$ cat src/rtl/alu_pkg.sv
// Shared types for the pipelined ALU: opcodes, FSM states and
// opcode classification helpers.
package alu_pkg;

  typedef enum logic [2:0] {
    OP_NOP    = 3'b000,
    OP_ADD    = 3'b001,
    OP_AND    = 3'b010,
    OP_XOR    = 3'b011,
    OP_MUL    = 3'b100,
    OP_SUB    = 3'b101,
    OP_MAC    = 3'b110,
    OP_CLRACC = 3'b111
  } alu_op_e;

  typedef enum logic {
    S_IDLE      = 1'b0,
    S_MULT_WAIT = 1'b1
  } alu_state_e;

  function automatic logic is_mult_op(input alu_op_e op);
    return (op == OP_MUL) || (op == OP_MAC);
  endfunction

endpackage

$ cat src/rtl/alu_mult_pipe.sv
// Registered WIDTHxWIDTH multiplier; product and its valid bit
// move one stage per clock, STAGES registers deep.
module alu_mult_pipe
  import alu_pkg::*;
#(
  parameter int WIDTH  = 8,
  parameter int STAGES = 2
) (
  input  logic               clk,
  input  logic               reset,
  input  logic               in_valid,
  input  logic [WIDTH-1:0]   a,
  input  logic [WIDTH-1:0]   b,
  output logic               out_valid,
  output logic [2*WIDTH-1:0] out_prod
);

  localparam int P = 2 * WIDTH;

  logic [STAGES-1:0][P-1:0] data_q;
  logic [STAGES-1:0][P-1:0] data_d;
  logic [STAGES-1:0]        valid_q;
  logic [STAGES-1:0]        valid_d;

  always_comb begin
    data_d     = data_q;
    valid_d    = valid_q;
    data_d[0]  = P'(a) * P'(b);
    valid_d[0] = in_valid;
    for (int i = 1; i < STAGES; i++) begin
      data_d[i]  = data_q[i-1];
      valid_d[i] = valid_q[i-1];
    end
  end

  always_ff @(posedge clk or posedge reset) begin
    if (reset) begin
      data_q  <= '0;
      valid_q <= '0;
    end else begin
      data_q  <= data_d;
      valid_q <= valid_d;
    end
  end

  assign out_valid = valid_q[STAGES-1];
  assign out_prod  = data_q[STAGES-1];

endmodule

$ cat src/rtl/alu_pipe.sv
// Pipelined ALU top: issue FSM, wait counter, single-cycle datapath,
// accumulator and held result/done registers.
module alu_pipe
  import alu_pkg::*;
#(
  parameter int WIDTH       = 8,
  parameter int MULT_STAGES = 3
) (
  input  logic               clk,
  input  logic               reset,
  input  logic [WIDTH-1:0]   A,
  input  logic [WIDTH-1:0]   B,
  input  logic [2:0]         op,
  input  logic               start,
  output logic               ready,
  output logic               done,
  output logic [2*WIDTH-1:0] result,
  output logic [2*WIDTH-1:0] acc
);

  localparam int P  = 2 * WIDTH;
  localparam int CW = $clog2(MULT_STAGES);

  alu_state_e     state_q, state_d;
  logic [CW-1:0]  cnt_q, cnt_d;
  alu_op_e        mop_q, mop_d;
  logic           done_q, done_d;
  logic [P-1:0]   result_q, result_d;
  logic [P-1:0]   acc_q, acc_d;

  alu_op_e        op_in;
  logic           accept;
  logic           mult_go;
  logic [P-1:0]   a_ext;
  logic [P-1:0]   b_ext;
  logic [P-1:0]   prod;
  logic           prod_vld;
  logic [P-1:0]   mac_sum;

  assign op_in   = alu_op_e'(op);
  assign accept  = start && (state_q == S_IDLE);
  assign mult_go = accept && is_mult_op(op_in);
  assign a_ext   = P'(A);
  assign b_ext   = P'(B);
  assign mac_sum = acc_q + prod;

  alu_mult_pipe #(
    .WIDTH  (WIDTH),
    .STAGES (MULT_STAGES - 1)
  ) u_mult (
    .clk       (clk),
    .reset     (reset),
    .in_valid  (mult_go),
    .a         (A),
    .b         (B),
    .out_valid (prod_vld),
    .out_prod  (prod)
  );

  always_comb begin
    state_d  = state_q;
    cnt_d    = cnt_q;
    mop_d    = mop_q;
    done_d   = 1'b0;
    result_d = result_q;
    acc_d    = acc_q;
    unique case (state_q)
      S_IDLE: begin
        if (accept) begin
          unique case (op_in)
            OP_NOP: ;
            OP_ADD: begin
              result_d = a_ext + b_ext;
              done_d   = 1'b1;
            end
            OP_AND: begin
              result_d = a_ext & b_ext;
              done_d   = 1'b1;
            end
            OP_XOR: begin
              result_d = a_ext ^ b_ext;
              done_d   = 1'b1;
            end
            OP_SUB: begin
              result_d = a_ext - b_ext;
              done_d   = 1'b1;
            end
            OP_CLRACC: begin
              result_d = '0;
              acc_d    = '0;
              done_d   = 1'b1;
            end
            OP_MUL, OP_MAC: begin
              mop_d   = op_in;
              cnt_d   = CW'(MULT_STAGES - 2);
              state_d = S_MULT_WAIT;
            end
          endcase
        end
      end
      S_MULT_WAIT: begin
        if (cnt_q != '0) begin
          cnt_d = cnt_q - CW'(1);
        end else begin
          state_d = S_IDLE;
          // MAC folds into the accumulator as it stands now
          if (prod_vld) begin
            done_d = 1'b1;
            if (mop_q == OP_MAC) begin
              acc_d    = mac_sum;
              result_d = mac_sum;
            end else begin
              result_d = prod;
            end
          end
        end
      end
    endcase
  end

  always_ff @(posedge clk or posedge reset) begin
    if (reset) begin
      state_q  <= S_IDLE;
      cnt_q    <= '0;
      mop_q    <= OP_NOP;
      done_q   <= 1'b0;
      result_q <= '0;
      acc_q    <= '0;
    end else begin
      state_q  <= state_d;
      cnt_q    <= cnt_d;
      mop_q    <= mop_d;
      done_q   <= done_d;
      result_q <= result_d;
      acc_q    <= acc_d;
    end
  end

  assign ready  = (state_q == S_IDLE);
  assign done   = done_q;
  assign result = result_q;
  assign acc    = acc_q;

endmodule
$ cat config.mk
export PLATFORM = sky130hd
export DESIGN_NAME = alu_pipe
export DESIGN_NICKNAME = d
export VERILOG_FILES = /design/src/rtl/alu_pkg.sv /design/src/rtl/alu_mult_pipe.sv /design/src/rtl/alu_pipe.sv
export SDC_FILE = /design/constraint.sdc
export NUM_CORES = 1
export LEC_CHECK = 0
export ABC_AREA = 1
export CAP_MARGIN = 30
export CORE_ASPECT_RATIO = 2
export CORE_MARGIN = 4
export CORE_UTILIZATION = 50
export CTS_CLUSTER_DIAMETER = 100
export CTS_CLUSTER_SIZE = 20
export DETAILED_ROUTE_END_ITERATION = 16
export PLACE_DENSITY = 0.73
export SLEW_MARGIN = 15
export SYNTH_ARGS = -nofsm -noshare
export SYNTH_HDL_FRONTEND = slang
export SYNTH_HIERARCHICAL = 1
export SYNTH_SLANG_ARGS = --single-unit
$ cat constraint.sdc
create_clock -name clk -period 2.1 [get_ports clk]
set_input_delay 0.21 -clock clk [delete_from_list [all_inputs] [get_ports clk]]
set_output_delay 0.21 -clock clk [all_outputs]
set_load 0.02 [all_outputs]
==> results.json <==
{
  "finalSetupViolations": 12,
  "grt_pass1_wl_um": 31200,
  "layout.cells.most_common_list": "nand2_1, inv_1, buf_4",
  "p_leak_nw": 5.16,
  "fmax_ghz": 0.308,
  "synth.area.top_cells": "dfrtp_1, nand2_1, ha_1",
  "critPathMaxFanout": 8,
  "hold_viol_final": 0,
  "synth_simple_gate_area_share_pct": 27.9,
  "synth_top_cell_by_area": "dfrtp_1",
  "synth-main-ff-cell": "dfrtp_1",
  "io_pins": 56,
  "die_w_um": 92.4,
  "viasPerCell": 5.08,
  "die-height_um": 177,
  "finalWorstSetupSlack_ps": -1140,
  "finalCritPeriodShare_pct": 154,
  "cts_tree": "done",
  "syn_area_um2": 7120,
  "num_rows": 61,
  "routabilityCongestion": 0.950,
  "p_clk_share_pct": 14.5,
  "drt_iter0_drc": 328,
  "grt_max_degree": 40,
  "dpl.hpwl_um": 15100,
  "switchingPower_mw": 5.15,
  "drive_above_1_share_pct": 23.6,
  "crit_required_ps": 2320,
  "synthAdderAreaFrac_pct": 23.1,
  "initial_core_util_pct": 51.0,
  "die_area_um2": 16300,
  "drt-total-wl_um": 19300,
  "path_clk_slew_ps": 60,
  "ant_nets": 0,
  "synth_compound_area_share_pct": 7.13,
  "ys_ff_latch": 73,
  "synth_cell_types": 44,
  "cts_hold_buffers": 0,
  "synth_edf_count": 0,
  "synth_fp_nets": 1130,
  "clk_latency_ps": 330,
  "drv_slew": 0,
  "synth_area_per_cell_um2": 7.12,
  "internal_power_mw": 6.17,
  "failed_checks": "negative setup slack",
  "nets": 1257,
  "dp_slack_ps": -2000,
  "vias": 6708,
  "cts-root-buf": "clkbuf_16",
  "seq_area_frac_synth_pct": 25.7,
  "synth.mux.area_fraction_pct": 0,
  "yosys.area_share.xor_xnor_pct": 1.85,
  "async_reset_ff_share_pct": 100,
  "crit_type": "in -> reg",
  "cts.sinks": 73,
  "seqPwrFrac_pct": 20.7,
  "grt_overflow": 0,
  "n_antenna_cell": 0,
  "maxSlewHeadroom_pct": 64.1,
  "grt_pass1_vias": 6855,
  "synth_top_family_by_area": "simple AND/OR/NAND/NOR gates",
  "whs_ps": 294,
  "peakVddDrop_v": 0.000731,
  "worst_pin_slew_ps": 537,
  "critPathLaunchType": "primary input",
  "area_delta_synth_final_pct": 29.9,
  "drc": 0,
  "port_buffers": 55,
  "antenna_found_initial": 0,
  "synth_top_area_share_pct": 25.7,
  "rsz0062_at_grt": "true",
  "drv_cap": 0,
  "finClkSkew_ps": 5.55,
  "hp-class": "in -> async",
  "clockBufferDepth": 2,
  "p_comb_share_pct": 64.7,
  "power.density_nw_per_um2": 1220,
  "dr.pass1.iters": 4,
  "wl_per_cell_um": 14.6,
  "netSwitchingFraction_pct": 45.5,
  "track_usage_pct": 24.1,
  "mostFrequentLayoutCell": "nand2_1",
  "status": "finished, violations left",
  "cts_buffers": 9,
  "finalCriticalPeriod_ps": 3240,
  "syn_inst": 1000,
  "yosys_warnings": 6,
  "core_um2": 14000,
  "arrival_ps": 3460,
  "htreeDepth": 3,
  "end_kind": "register"
}
-- power by group through the flow --
stage | clock network (mW) | logic (mW) | registers (mW)
global placement | 0 | 6.28 | 2.34
global route | 1.72 | 8.09 | 2.41
CTS | 1.66 | 6.74 | 2.34
floorplan | 0 | 4.05 | 2.58
detailed placement | 0 | 6.40 | 2.36
finish | 1.64 | 7.33 | 2.35
-- critical path, stage by stage --
cell,delay [ps]
buf_6,120
nand2_1,90
inv_2,40
fa_1,510
inv_2,40
fa_1,530
inv_1,60
fa_1,470
inv_1,50
fa_1,490
inv_2,50
ha_4,260
nand2_4,100
inv_2,50
nand2_2,60
nand2_2,50
nand2_2,80
nand3_2,80
nand2_1,70
nand2_1,50
-- cells by family (layout without fill, tap and decap cells) --
family / count (synthesis) / in the layout
simple gates: 458 / 458
fa+ha+maj: 108 / 108
buf+inv: 260 / 392
flops: 73 / 73
xor+xnor: 15 / 15
compound gates: 86 / 86
-- cell type report --
class	count	area, um2
clock inverter	6	91.3
sequential	73	1830
multi-input combinational	667	4710
clock buffer	10	229
timing repair buffer	146	1290
inverter	230	871
tap	189	236
fill	1181	4720
-- per-stage QoR --
| step | cell area, um2 | utilization (%) | std cells | power [mW] | TNS (ps) |
|---|---|---|---|---|---|
| floorplan | 7330 | - | 1000 | 6.63 | -12280 |
| global placement | 8470 | 60.7 | 1298 | 8.62 | -28060 |
| detailed placement | 8470 | 60.7 | 1298 | 8.75 | -29080 |
| CTS | 8990 | 64.4 | 1318 | 10.7 | -11610 |
| global route | 9250 | 66.2 | 1321 | 12.2 | -12730 |
| finish | 9250 | 66.2 | 1321 | 11.3 | -11470 |
-- worst paths after layout --
check,startpoint,to,slack [ps],depth (start not counted)
max,A[4],u_mult/data_d[28]$_DFF_PP0_,-1140,20
min,reset,u_mult/out_prod[15]$_DFF_PP0_,290,3
max reg2reg,u_mult/out_prod[0]$_DFF_PP0_,result[6]$_DFFE_PP0P_,50,10
min reg2reg,u_mult/data_d[19]$_DFF_PP0_,u_mult/out_prod[3]$_DFF_PP0_,350,0
max in group asynchronous,reset,mop_q[2]$_DFFE_PP0P_,1400,3
min in group clk,A[0],u_mult/data_d[16]$_DFF_PP0_,330,5
-- synth_stat cells (6+ instances only) --
cell and instances:
nand3_1 61, inv_2 9, o22ai_1 8, a21oi_1 38
xnor2_1 6, nand2_2 7, fa_1 39, ha_1 69
nand4_1 9, inv_1 220, xor2_1 9, clkbuf_1 16
a21oi_2 7, o21ai_0 18, nand2_1 286, nor2_1 70
dfrtp_1 73
-- per-layer routing --
layer | up-vias | wire length [um] | GRT usage, %
met5 | - | 0 | 0
met4 | 0 | 1140 | 14.6
met3 | 67 | 507 | 1.91
met2 | 167 | 11200 | 48.2
met1 | 3199 | 6400 | 22.8
li1 | 3275 | - | -
-- registers in the layout, summed over array words and instances, names as in the netlist --
name / flops
u_mult/data_d: 16
state_q: 1
cnt_q: 2
u_mult/valid_q: 2
acc: 16
u_mult/out_prod: 16
mop_q: 3
result: 16
done: 1
-- timing repair --
action | CTS | global route
pin swaps | 38 | 37
buffers inserted | 4 | 5
setup endpoints to repair | 24 | 26
gates cloned | 0 | 0
gates resized for setup | 135 | 66
endpoints found under the hold margin | 0 | 0
No activity file was read; power rests on OpenSTA's default activity.
